--- src/rtl/bp_me_io_load_arbiter.sv ---
// bp_me_io_load_arbiter: N-way io command arbiter with in-order response steering via a source-ID FIFO.
// Optional per-channel accepted-command counters under `BP_IO_ARB_CMD_COUNT_EN.
module bp_me_io_load_arbiter #(
    parameter int num_chan_p        = 2,
    parameter int msg_width_p       = 64,
    parameter int max_outstanding_p = 8,
    parameter int rr_p              = 1
) (
    input  logic                                   clk_i,
    input  logic                                   reset_n_i,
    input  logic [num_chan_p*msg_width_p-1:0]      io_cmd_i,
    input  logic [num_chan_p-1:0]                  io_cmd_v_i,
    output logic [num_chan_p-1:0]                  io_cmd_ready_o,
    output logic [msg_width_p-1:0]                 io_resp_o,
    output logic [num_chan_p-1:0]                  io_resp_v_o,
    input  logic [num_chan_p-1:0]                  io_resp_ready_i,
    output logic [msg_width_p-1:0]                 load_cmd_o,
    output logic                                   load_cmd_v_o,
    input  logic                                   load_cmd_ready_i,
    input  logic [msg_width_p-1:0]                 load_resp_i,
    input  logic                                   load_resp_v_i,
    output logic                                   load_resp_yumi_o,
    output logic [$clog2(max_outstanding_p+1)-1:0] outstanding_o,
    output logic                                   err_o,
    output logic [num_chan_p*32-1:0]               cmd_count_o
);
    localparam int id_w  = num_chan_p > 1 ? $clog2(num_chan_p) : 1;
    localparam int ptr_w = max_outstanding_p > 1 ? $clog2(max_outstanding_p) : 1;
    localparam int cnt_w = $clog2(max_outstanding_p + 1);

    logic [id_w-1:0]  gnt, search, cand, last_grant_r, held_r, head;
    logic             hold_r, full, empty, push, pop;
    logic [id_w-1:0]  fifo_r [max_outstanding_p];
    logic [ptr_w-1:0] wr_ptr_r, rd_ptr_r;
    logic [cnt_w-1:0] count_r;

    assign full  = count_r == cnt_w'(max_outstanding_p);
    assign empty = count_r == '0;

    // Scan from the farthest candidate back to the nearest so the nearest valid one wins.
    always_comb begin
        search = '0;
        cand   = '0;
        for (int i = num_chan_p - 1; i >= 0; i--) begin
            cand = id_w'(rr_p != 0 ? (int'(last_grant_r) + 1 + i) % num_chan_p : i);
            if (io_cmd_v_i[cand]) search = cand;
        end
    end

    assign gnt              = hold_r ? held_r : search;
    assign load_cmd_v_o     = reset_n_i & io_cmd_v_i[gnt] & ~full;
    assign load_cmd_o       = io_cmd_i[int'(gnt)*msg_width_p +: msg_width_p];
    assign io_cmd_ready_o   = (num_chan_p'(1) << gnt) & {num_chan_p{reset_n_i & load_cmd_ready_i & ~full}};
    assign head             = fifo_r[rd_ptr_r];
    assign io_resp_o        = load_resp_i;
    assign io_resp_v_o      = (num_chan_p'(1) << head) & {num_chan_p{reset_n_i & load_resp_v_i & ~empty}};
    assign load_resp_yumi_o = reset_n_i & load_resp_v_i & (empty | io_resp_ready_i[head]);
    assign push             = load_cmd_v_o & load_cmd_ready_i;
    assign pop              = load_resp_yumi_o & ~empty;
    assign outstanding_o    = count_r;

    always_ff @(posedge clk_i) begin
        if (push) fifo_r[wr_ptr_r] <= gnt;
    end

    always_ff @(posedge clk_i or negedge reset_n_i) begin
        if (!reset_n_i) begin
            hold_r       <= 1'b0;
            held_r       <= '0;
            last_grant_r <= id_w'(num_chan_p - 1);
            wr_ptr_r     <= '0;
            rd_ptr_r     <= '0;
            count_r      <= '0;
            err_o        <= 1'b0;
        end else begin
            hold_r   <= load_cmd_v_o & ~load_cmd_ready_i;
            held_r   <= gnt;
            count_r  <= count_r + cnt_w'(push) - cnt_w'(pop);
            if (push) last_grant_r <= gnt;
            if (push) wr_ptr_r <= wr_ptr_r == ptr_w'(max_outstanding_p - 1) ? '0 : wr_ptr_r + ptr_w'(1);
            if (pop) rd_ptr_r <= rd_ptr_r == ptr_w'(max_outstanding_p - 1) ? '0 : rd_ptr_r + ptr_w'(1);
            if (load_resp_v_i & empty) err_o <= 1'b1;
        end
    end

`ifdef BP_IO_ARB_CMD_COUNT_EN
    logic [31:0] cnt_r [num_chan_p];

    always_ff @(posedge clk_i or negedge reset_n_i) begin
        if (!reset_n_i) cnt_r <= '{default: '0};
        else if (push) cnt_r[gnt] <= cnt_r[gnt] + 32'd1;
    end

    for (genvar c = 0; c < num_chan_p; c++) begin : g_cnt
        assign cmd_count_o[c*32 +: 32] = cnt_r[c];
    end
`else
    assign cmd_count_o = '0;
`endif
endmodule

--- config.mk ---
export PLATFORM = sky130hd
export DESIGN_NAME = bp_me_io_load_arbiter
export DESIGN_NICKNAME = d
export VERILOG_FILES = /design/src/rtl/bp_me_io_load_arbiter.sv
export SDC_FILE = /design/constraint.sdc
export NUM_CORES = 1
export LEC_CHECK = 0
export CAP_MARGIN = 10
export CORE_AREA = 2 2 158 160
export DETAILED_ROUTE_END_ITERATION = 6
export DIE_AREA = 0 0 160 162
export GPL_TIMING_DRIVEN = 0
export PLACE_DENSITY = 0.54
export SETUP_SLACK_MARGIN = 0.02
export SYNTH_ARGS = -nofsm -noshare
export SYNTH_HDL_FRONTEND = slang
export SYNTH_SLANG_ARGS = --single-unit
export TNS_END_PERCENT = 20
--- constraint.sdc ---
create_clock -name clk_i -period 3.5 [get_ports clk_i]
set_input_delay 0.7 -clock clk_i [delete_from_list [all_inputs] [get_ports clk_i]]
set_output_delay 0.7 -clock clk_i [all_outputs]
set_load 0.01 [all_outputs]
Word level (Yosys, flattened, before mapping)
Memories as Yosys holds them, arrays and structs flattened.
Index checks and enable logic that the tools add are counted.
{ "op_classes": {"add_sub_neg": 6, "n_lt_le_gt_ge": 4, "eq_ne": 3, "n_shift": 3, "n_mux": 15, "bitwise_logic": 17, "n_reduce_logical": 1} }
{ "ops": {"columns": ["op", "count"], "rows": [
  ["$shiftx 128x8->64", 1],
  ["$mux 1", 13],
  ["$and 1x1->1", 11],
  ["$lt 1x2->1 const B", 4],
  ["$add 3x1->3 const B", 2],
  ["$eq 3x3->1 const B", 2],
  ["$mux 3", 2],
  ["$add 4x1->4", 1],
  ["$and 2x2->2", 2],
  ["$eq 4x4->1 const B", 1],
  ["$logic_not 4->1", 1],
  ["$shl 1x1->2 const A", 2],
  ["$sub 4x1->4", 1],
  ["$not 1->1", 3],
  ["$add 1x1->1 const B", 2],
  ["$or 1x1->1", 1]
]} }
{ "totals": {"register_bits": 14, "ram_bits": 8, "mem_count": 1} }
{ "memory_table": {"columns": ["memory", "words", "width", "rd", "rd_ports_with_merged_regs", "wr", "line", "text"], "rows": [
  ["fifo_r", 8, 1, 1, 0, 1, "33", "logic [id_w-1:0] fifo_r [max_outstanding_p];"]
]} }

Longest topological paths before layout
Gate-level depths: netlist of the first run.
{ "depth": {"word_depth": 14, "depth_mapped": 13, "ltp_nobuf": 12} }

Worst setup path after synthesis of the first run
OpenSTA, ideal clock, no wires.
{ "synth_timing": {"kind": "in2reg", "startpoint": "input load_cmd_ready_i", "endpoint": "register count_r[2], in the netlist outstanding_o[2]", "setup_ps": 123, "t_arrival_ps": 2598, "slack_ps": 779, "stages": 10, "path_cell_list": "o311ai_0 > nor3_1 > clkbuf_1 > inv_1 > ha_1 > inv_1 > ha_1 > inv_1 > fa_1 > xnor2_1"} }
{ "synth_between": {"elab_chain_cells": 3} }
{ "synth_rtl": {"columns": ["element", "line", "text"], "rows": [
  ["from (decl)", "19", "input logic load_cmd_ready_i,"],
  ["$and 1x1->1", "58", "assign push = load_cmd_v_o & load_cmd_ready_i;"],
  ["$add 4x1->4", "78", "count_r <= count_r + cnt_w'(push) - cnt_w'(pop);"],
  ["$sub 4x1->4", "78", null],
  ["to (signal assigned)", "78", null],
  ["to (decl)", "35", "logic [cnt_w-1:0] count_r;"]
]} }
No other way between the ends.
A chain may end at the register's enable or synchronous reset.

Worst setup path in the final report of the first run
{ "layout_timing": {"startpoint": "input io_cmd_v_i[1]", "endpoint": "output load_cmd_o[23]"} }
{ "layout_between": {"elab_chain_cells": 6} }
{ "layout_rtl": {"columns": ["element", "line", "text"], "rows": [
  ["from (decl)", "12", "input logic [num_chan_p-1:0] io_cmd_v_i,"],
  ["$mux 1 (implied by the code) (2 in series)", "46", "if (io_cmd_v_i[cand]) search = cand;"],
  ["$mux 1", "46", null],
  ["$mux 1 (*)", "46", null],
  ["$mux 1 (*)", "50", "assign gnt = hold_r ? held_r : search;"],
  ["$shiftx 128x8->64 (*)", "52", "assign load_cmd_o = io_cmd_i[int'(gnt)*msg_width_p +: msg_width_p];"],
  ["to (decl)", "17", "output logic [msg_width_p-1:0] load_cmd_o,"]
]} }
Mark *: on every way between the ends. The rest lies on a longest branch, timed or not. The select of a mux whose other input is x is not followed.

==> results of run 1 <==
## per-stage QoR
step,TNS (ps),setup slack (ps),total power [W],hold slack [ps],instances
floorplan,0,779,0.00124,404,358
global placement,-42260,-1170,0.00196,466,956
detailed placement,-47490,-1290,0.00197,462,956
CTS,-40.1,-40.1,0.00230,481,961
global route,-125,-30.9,0.00243,356,961
finish,0,58.6,0.00226,342,962
## cells by family (layout without fill, tap and decap cells)
| kind of cell | count (synthesis) | after routing | share of synthesized area |
|---|---|---|---|
| AO/OA/AOI/OAI | 8 | 8 | 0.0188 |
| adder cells (fa/ha/maj) | 11 | 11 | 0.0496 |
| flip-flops | 22 | 22 | 0.202 |
| XOR/XNOR | 2 | 2 | 0.00598 |
| other | 1 | 65 | 0.00128 |
| multiplexers | 77 | 77 | 0.311 |
| AND/OR/NAND/NOR | 27 | 27 | 0.0577 |
| buffers and inverters | 147 | 426 | 0.354 |
## cell type report
| type | count | area [um^2] |
|---|---|---|
| Antenna cell | 1 | 2.50 |
| Timing Repair Buffer | 275 | 2740 |
| Fill cell | 2629 | 17600 |
| Sequential cell | 22 | 592 |
| Clock inverter | 1 | 30.0 |
| Multi-Input combinational cell | 189 | 1550 |
| Buffer | 136 | 1050 |
| Inverter | 11 | 41.3 |
| Tap cell | 324 | 405 |
| Clock buffer | 3 | 75.1 |
## worst max path at each step
stage                             endpoint              from  depth (start not counted)
after CTS                   load_cmd_o[42]     io_cmd_v_i[1]                          8
after global routing        load_cmd_o[23]     io_cmd_v_i[1]                          8
final                       load_cmd_o[23]     io_cmd_v_i[1]                          8
after floorplan           outstanding_o[2]  load_cmd_ready_i                         10
after detailed placement  outstanding_o[1]         reset_n_i                         11
after global placement    outstanding_o[2]         reset_n_i                         11
## power by group
part	total (W)	switching, W	internal, W
Clock	0.000327	0.0000994	0.000227
Combinational	0.00146	0.000573	0.000891
Sequential	0.000468	0.000106	0.000362
## worst register-to-register path: stages (launching register included)
cell	delay, ps
dfrtp_1	390
inv_1	110
ha_1	150
inv_1	50
o311ai_1	610
nor3_2	190
clkbuf_1	240
inv_1	110
ha_1	200
inv_1	60
ha_1	260
a21o_1	160
a21oi_1	200
xor2_1	160
## synthesized netlist by cell type
library cell	instances	share of area
a31oi_1	1	0.0021
o311ai_0	1	0.0030
nand2_1	3	0.0038
and3_1	1	0.0021
dfstp_2	1	0.0090
mux2_2	71	0.27
dfrtp_1	13	0.11
and3b_1	2	0.0060
a21oi_1	2	0.0034
buf_2	4	0.0068
mux2i_1	2	0.0068
inv_1	11	0.014
nand3_1	1	0.0017
and4_1	1	0.0030
xor2_1	1	0.0030
or3b_2	1	0.0030
clkbuf_1	4	0.0051
nand2b_1	1	0.0021
fa_1	1	0.0068
conb_1	1	0.0013
o31ai_1	1	0.0026
mux4_1	2	0.018
o21bai_1	1	0.0026
nor2_1	7	0.0090
mux2i_4	1	0.0077
a21boi_0	1	0.0026
a21o_1	1	0.0026
and4b_1	3	0.010
buf_4	128	0.33
nor4bb_1	2	0.0068
nor4_1	1	0.0021
nor3_1	2	0.0034
mux2_4	1	0.0051
ha_1	10	0.043
xnor2_1	1	0.0030
edfxtp_1	8	0.082
nand4_1	2	0.0043
## state kept, by name, indices dropped and copies added (netlist names)
register	count
err_o	1
rd_ptr_r	3
held_r	1
wr_ptr_r	3
fifo_r	8
hold_r	1
last_grant_r	1
outstanding_o	4
## timing repair
action	4_1_cts	5_1_grt
endpoints found under the setup margin	80	28
buffers inserted	1	0
hold endpoints to repair	0	0
hold buffers	0	0
pin swaps	0	0
resized for setup	51	16
## per-layer routing
| layer | up-vias | track usage |
|---|---|---|
| met5 | - | 0 |
| met4 | 0 | 0.0135 |
| met3 | 2 | 0.0301 |
| met2 | 214 | 0.164 |
| met1 | 1260 | 0.0939 |
| li1 | 1503 | - |
==> run summary, run 1 <==
post-layout util = 0.269
r2r worst-path depth = 13
CP Class = in2out
die area = 0.0259 mm^2
drt total wl = 12.2 mm
DR vias = 2979
fmax = 291 MHz
Hold Fails Final Rpt = 0
commonest non-fill, non-tap cell in the layout = clkdlybuf4s50_1
top sig layer = met4
starting density of the core = 0.122
Rel. slew slack = 0.504
Pins Over Slew Limit = 0
Slew @ Worst Pin = 733 ps
Unique masters post-synth = 37
Req. time, crit path = 2800 ps
reg-to-reg endpoint = outstanding_o[3]
Clk Latency, worst-skew pair = 250 ps
Yosys reg bits = 22
CTS Buf Count = 3
CTS clk-pin slew, worst paths = 60 ps
DRC viols = 0
Post-DRT Antenna Nets = 0
total congestion overflow = 0
WL/cell = 12.7 um
Layout Skew = 1.30 ps
Period Utilization, post-route = 0.983
routed wl met2 = 6.52 mm
initial antenna violation count = 1
CTS Sinks = 22
detailed placement HPWL = 11.0 mm
Die X = 160 um
pin count of the biggest net entering global routing = 21
Buffers & Inverters on Critical Path = 5
maximum vdd drop = 0.344 mV
most frequent cells in the layout = 232 x clkdlybuf4s50_1, 129 x buf_4, 71 x mux2_2, 64 x conb_1, 29 x dlygate4sd2_1
Leak Pwr = 2.99 nW
most used cell, CP = clkdlybuf4s50_1
Top delay family on crit path = buffers and inverters
critical path endpoint category = output port
startpoint class of the critical path = primary input
Iter 0 DRT Violations = 61
fin crit period = 3440 ps
Detail Route met3 WL = 1.33 mm
CP cell instances = clkdlybuf4s50_1 > a21boi_1 > mux2i_2 > buf_4 > clkbuf_16 > buf_6 > mux2_2 > clkdlybuf4s50_1
first-pass GRT wire length = 17.3 mm
DRT Pass-1 Iters = 4
Total GRT Usage = 0.0864
final instance area = 0.00648 mm^2
r2r setup slk = 540 ps
Max Fanout on Critical Path = 10
total of max-cap violations = 0
WL met1 = 4.26 mm
clock root buffer = clkbuf_16
placed inst area = 0.00631 mm^2
Cell Pwr Density = 349 mW/mm^2
Vias/cell = 3.10
RSZ-0062 raised after global routing = true
core area = 0.0241 mm^2
area growth from synthesis to layout = 121%
Synth Warn # = 0
critical path arrival = 2740 ps
layout cells sized above 1 = 0.342
synthesized area per cell = 9.93 um^2
nets@finish = 849
slowest CP cell = clkdlybuf4s50_1
IO Pins = 403
Rows = 57
final setup fails = 0
GPL Wtd Cong = 0.694
I/O Buffers = 274
Mapped Cells = 295
Die Span Y = 162 um
Hold Path Class = in2async
CTS tree = built
R2R Path Start = outstanding_o[2]
critical path's largest stage delay = 470 ps
register area share after synthesis = 0.202
Post-Synthesis Cell Area = 0.00293 mm^2
CTS max path bufs = 2
vias in the first global route = 2983
H-tree level count = 1
status = complete, no violations
(Power assumes the default switching activity.)
==> run 2, diff against run 1 <==
Settings changed: RECOVER_POWER set to 100.
Clock period 3.5 ns to 3.7 ns, I/O delays scaled along.
==> run summary, run 2 (synthesized netlist as in run 1, its figures left out) <==
status = complete, no violations
M2 GR Usage = 0.164 (-0.000197)
R2R Path Start = rd_ptr_r[0]
GR Layer Usage met1 = 0.0941 (+0.000155)
max reg flops = 8 (unchanged)
Total GRT Usage = 0.0864 (unchanged)
Vias/cell = 3.09 (-0.20%)
vias in the first global route = 2990 (+0.23%)
most frequent cells in the layout = 196 x clkdlybuf4s50_1, 131 x buf_4, 71 x mux2_2, 68 x dlygate4sd3_1, 64 x conb_1
grt peak-use layer = met2
Layout Skew = 1.37 ps (+0.0663 ps)
Period Utilization, post-route = 0.986
Iter 0 DRT Violations = 59 (-3.3%)
Die X = 160 um (unchanged)
RSZ-0062 raised after global routing = true
core area = 0.0241 mm^2 (unchanged)
overall power = 0.00211 W (-6.4%)
CP Class = in2out
CP cell instances = clkdlybuf4s50_1 > a21boi_1 > mux2i_2 > buf_4 > clkbuf_8 > buf_4 > mux2_2 > clkdlybuf4s50_1
critical path's largest stage delay = 490 ps (+20 ps)
Most flops, register = fifo_r
Cell Pwr Density = 328 mW/mm^2 (-5.9%)
critical path arrival = 2910 ps (+170 ps)
Rows = 57 (unchanged)
slowest CP cell = clkdlybuf4s50_1
critical path endpoint category = output port
post-layout util = 0.267 (-0.00140)
I/O Buffers = 274 (unchanged)
CTS clk-pin slew, worst paths = 60 ps (about the same)
total congestion overflow = 0 (unchanged)
fmax = 274 MHz
pre-CTS setup slack = -1130 ps (+160 ps)
starting density of the core = 0.122 (unchanged)
met3 usage = 0.0301 (unchanged)
pin count of the biggest net entering global routing = 21 (unchanged)
first-pass GRT wire length = 17.3 mm (unchanged)
CTS tree = built
Max Fanout on Critical Path = 10 (unchanged)
Slew @ Worst Pin = 720 ps (-12.7 ps)
hold_buf cts = 0 (unchanged)
WL/cell = 12.6 um (-0.35%)
Top delay family on crit path = buffers and inverters
detailed placement HPWL = 11.0 mm (unchanged)
commonest non-fill, non-tap cell in the layout = clkdlybuf4s50_1
CTS Sinks = 22 (unchanged)
fin crit period = 3650 ps
DRC viols = 0 (unchanged)
maximum vdd drop = 0.324 mV (-5.8%)
IO Pins = 403 (unchanged)
Clk Latency, worst-skew pair = 250 ps (about the same)
nets@finish = 849 (unchanged)
drt total wl = 12.1 mm (-0.35%)
fin worst setup slack = 53.6 ps (-5.03 ps)
area growth from synthesis to layout = 120%
Die Span Y = 162 um (unchanged)
die area = 0.0259 mm^2 (unchanged)
DRT Pass-1 Iters = 4 (unchanged)
Req. time, crit path = 2960 ps (+160 ps)
initial antenna violation count = 1 (unchanged)
Post-DRT Antenna Nets = 0 (unchanged)
CP Launch Point = io_cmd_v_i[1]
layout cells sized above 1 = 0.339 (-0.00314)
sum of negative setup slack = 0 ps (unchanged)
startpoint class of the critical path = primary input
Leak Pwr = 2.88 nW (-3.9%)
Rel. slew slack = 0.512 (+0.00859)
GPL Wtd Cong = 0.694 (unchanged)
r2r setup slk = 660 ps (+120 ps)
total of max-cap violations = 0 (unchanged)
Pins Over Slew Limit = 0 (unchanged)
H-tree level count = 1 (unchanged)
clock root buffer = clkbuf_16
CTS max path bufs = 2 (unchanged)
CTS Buf Count = 3 (unchanged)
Hold Path Class = in2async
Hold Fails Final Rpt = 0 (unchanged)
final setup fails = 0 (unchanged)
Buffers & Inverters on Critical Path = 5 (unchanged)
DR vias = 2973 (-0.20%)
## run 2: changes by cell type in the layout (fill, tap and decap cells not counted), sizes merged
cell / delta
dlygate4sd2: -23
clkdlybuf4s50: -36
dlymetal6s2s: -9
dlygate4sd3: +68
## run 2: metal layers
metal / part of all wire / vias up
met5: 0 / -
met4: 0.0058 / 0
met3: 0.11 / 2
met2: 0.54 / 211
met1: 0.35 / 1258
li1: - / 1502
## run 2: stage by stage
step                std cells  area [um^2]  hold slack, ps
floorplan                 358         3170             444
global placement          956         6310             466
detailed placement        956         6310             462
CTS                       961         6450             481
global route              961         6440             454
finish                    962         6450             422
## run 2: worst paths after layout
path / to / cells after the start
max: load_cmd_o[42] / 8
min: held_r / 1
max reg2reg: outstanding_o[3] / 9
min reg2reg: err_o / 1
max in group asynchronous: last_grant_r / 1
min in group clk_i: err_o / 1
## run 2: report_power, final
group	switching [W]	internal, W
Sequential	0.0000983	0.000342
Combinational	0.000536	0.000830
Clock	0.0000929	0.000215
Total	0.000727	0.00139
## run 2: timing repair
item / 4_1_cts / 5_1_grt
setup endpoints to repair: 80 / 24
gates resized for setup: 22 / 7
setup buffers: 1 / 0
## run 2: worst register-to-register path, stage by stage, from the launching register on
cell	delay (ps)
dfrtp_1	440
mux4_1	620
mux2_1	370
mux2i_1	400
ha_1	290
inv_1	60
ha_1	260
a21o_1	160
a21oi_1	200
xor2_1	160
## run 2: layout make-up
class,instances,area (um^2)
sequential,22,592
clock inverter,1,30.0
buffer,136,1030
tap,324,405
fill,2625,17700
clock buffer,3,75.1
inverter,11,41.3
timing repair buffer,275,2750
antenna,1,2.50
multi-input combinational,189,1530
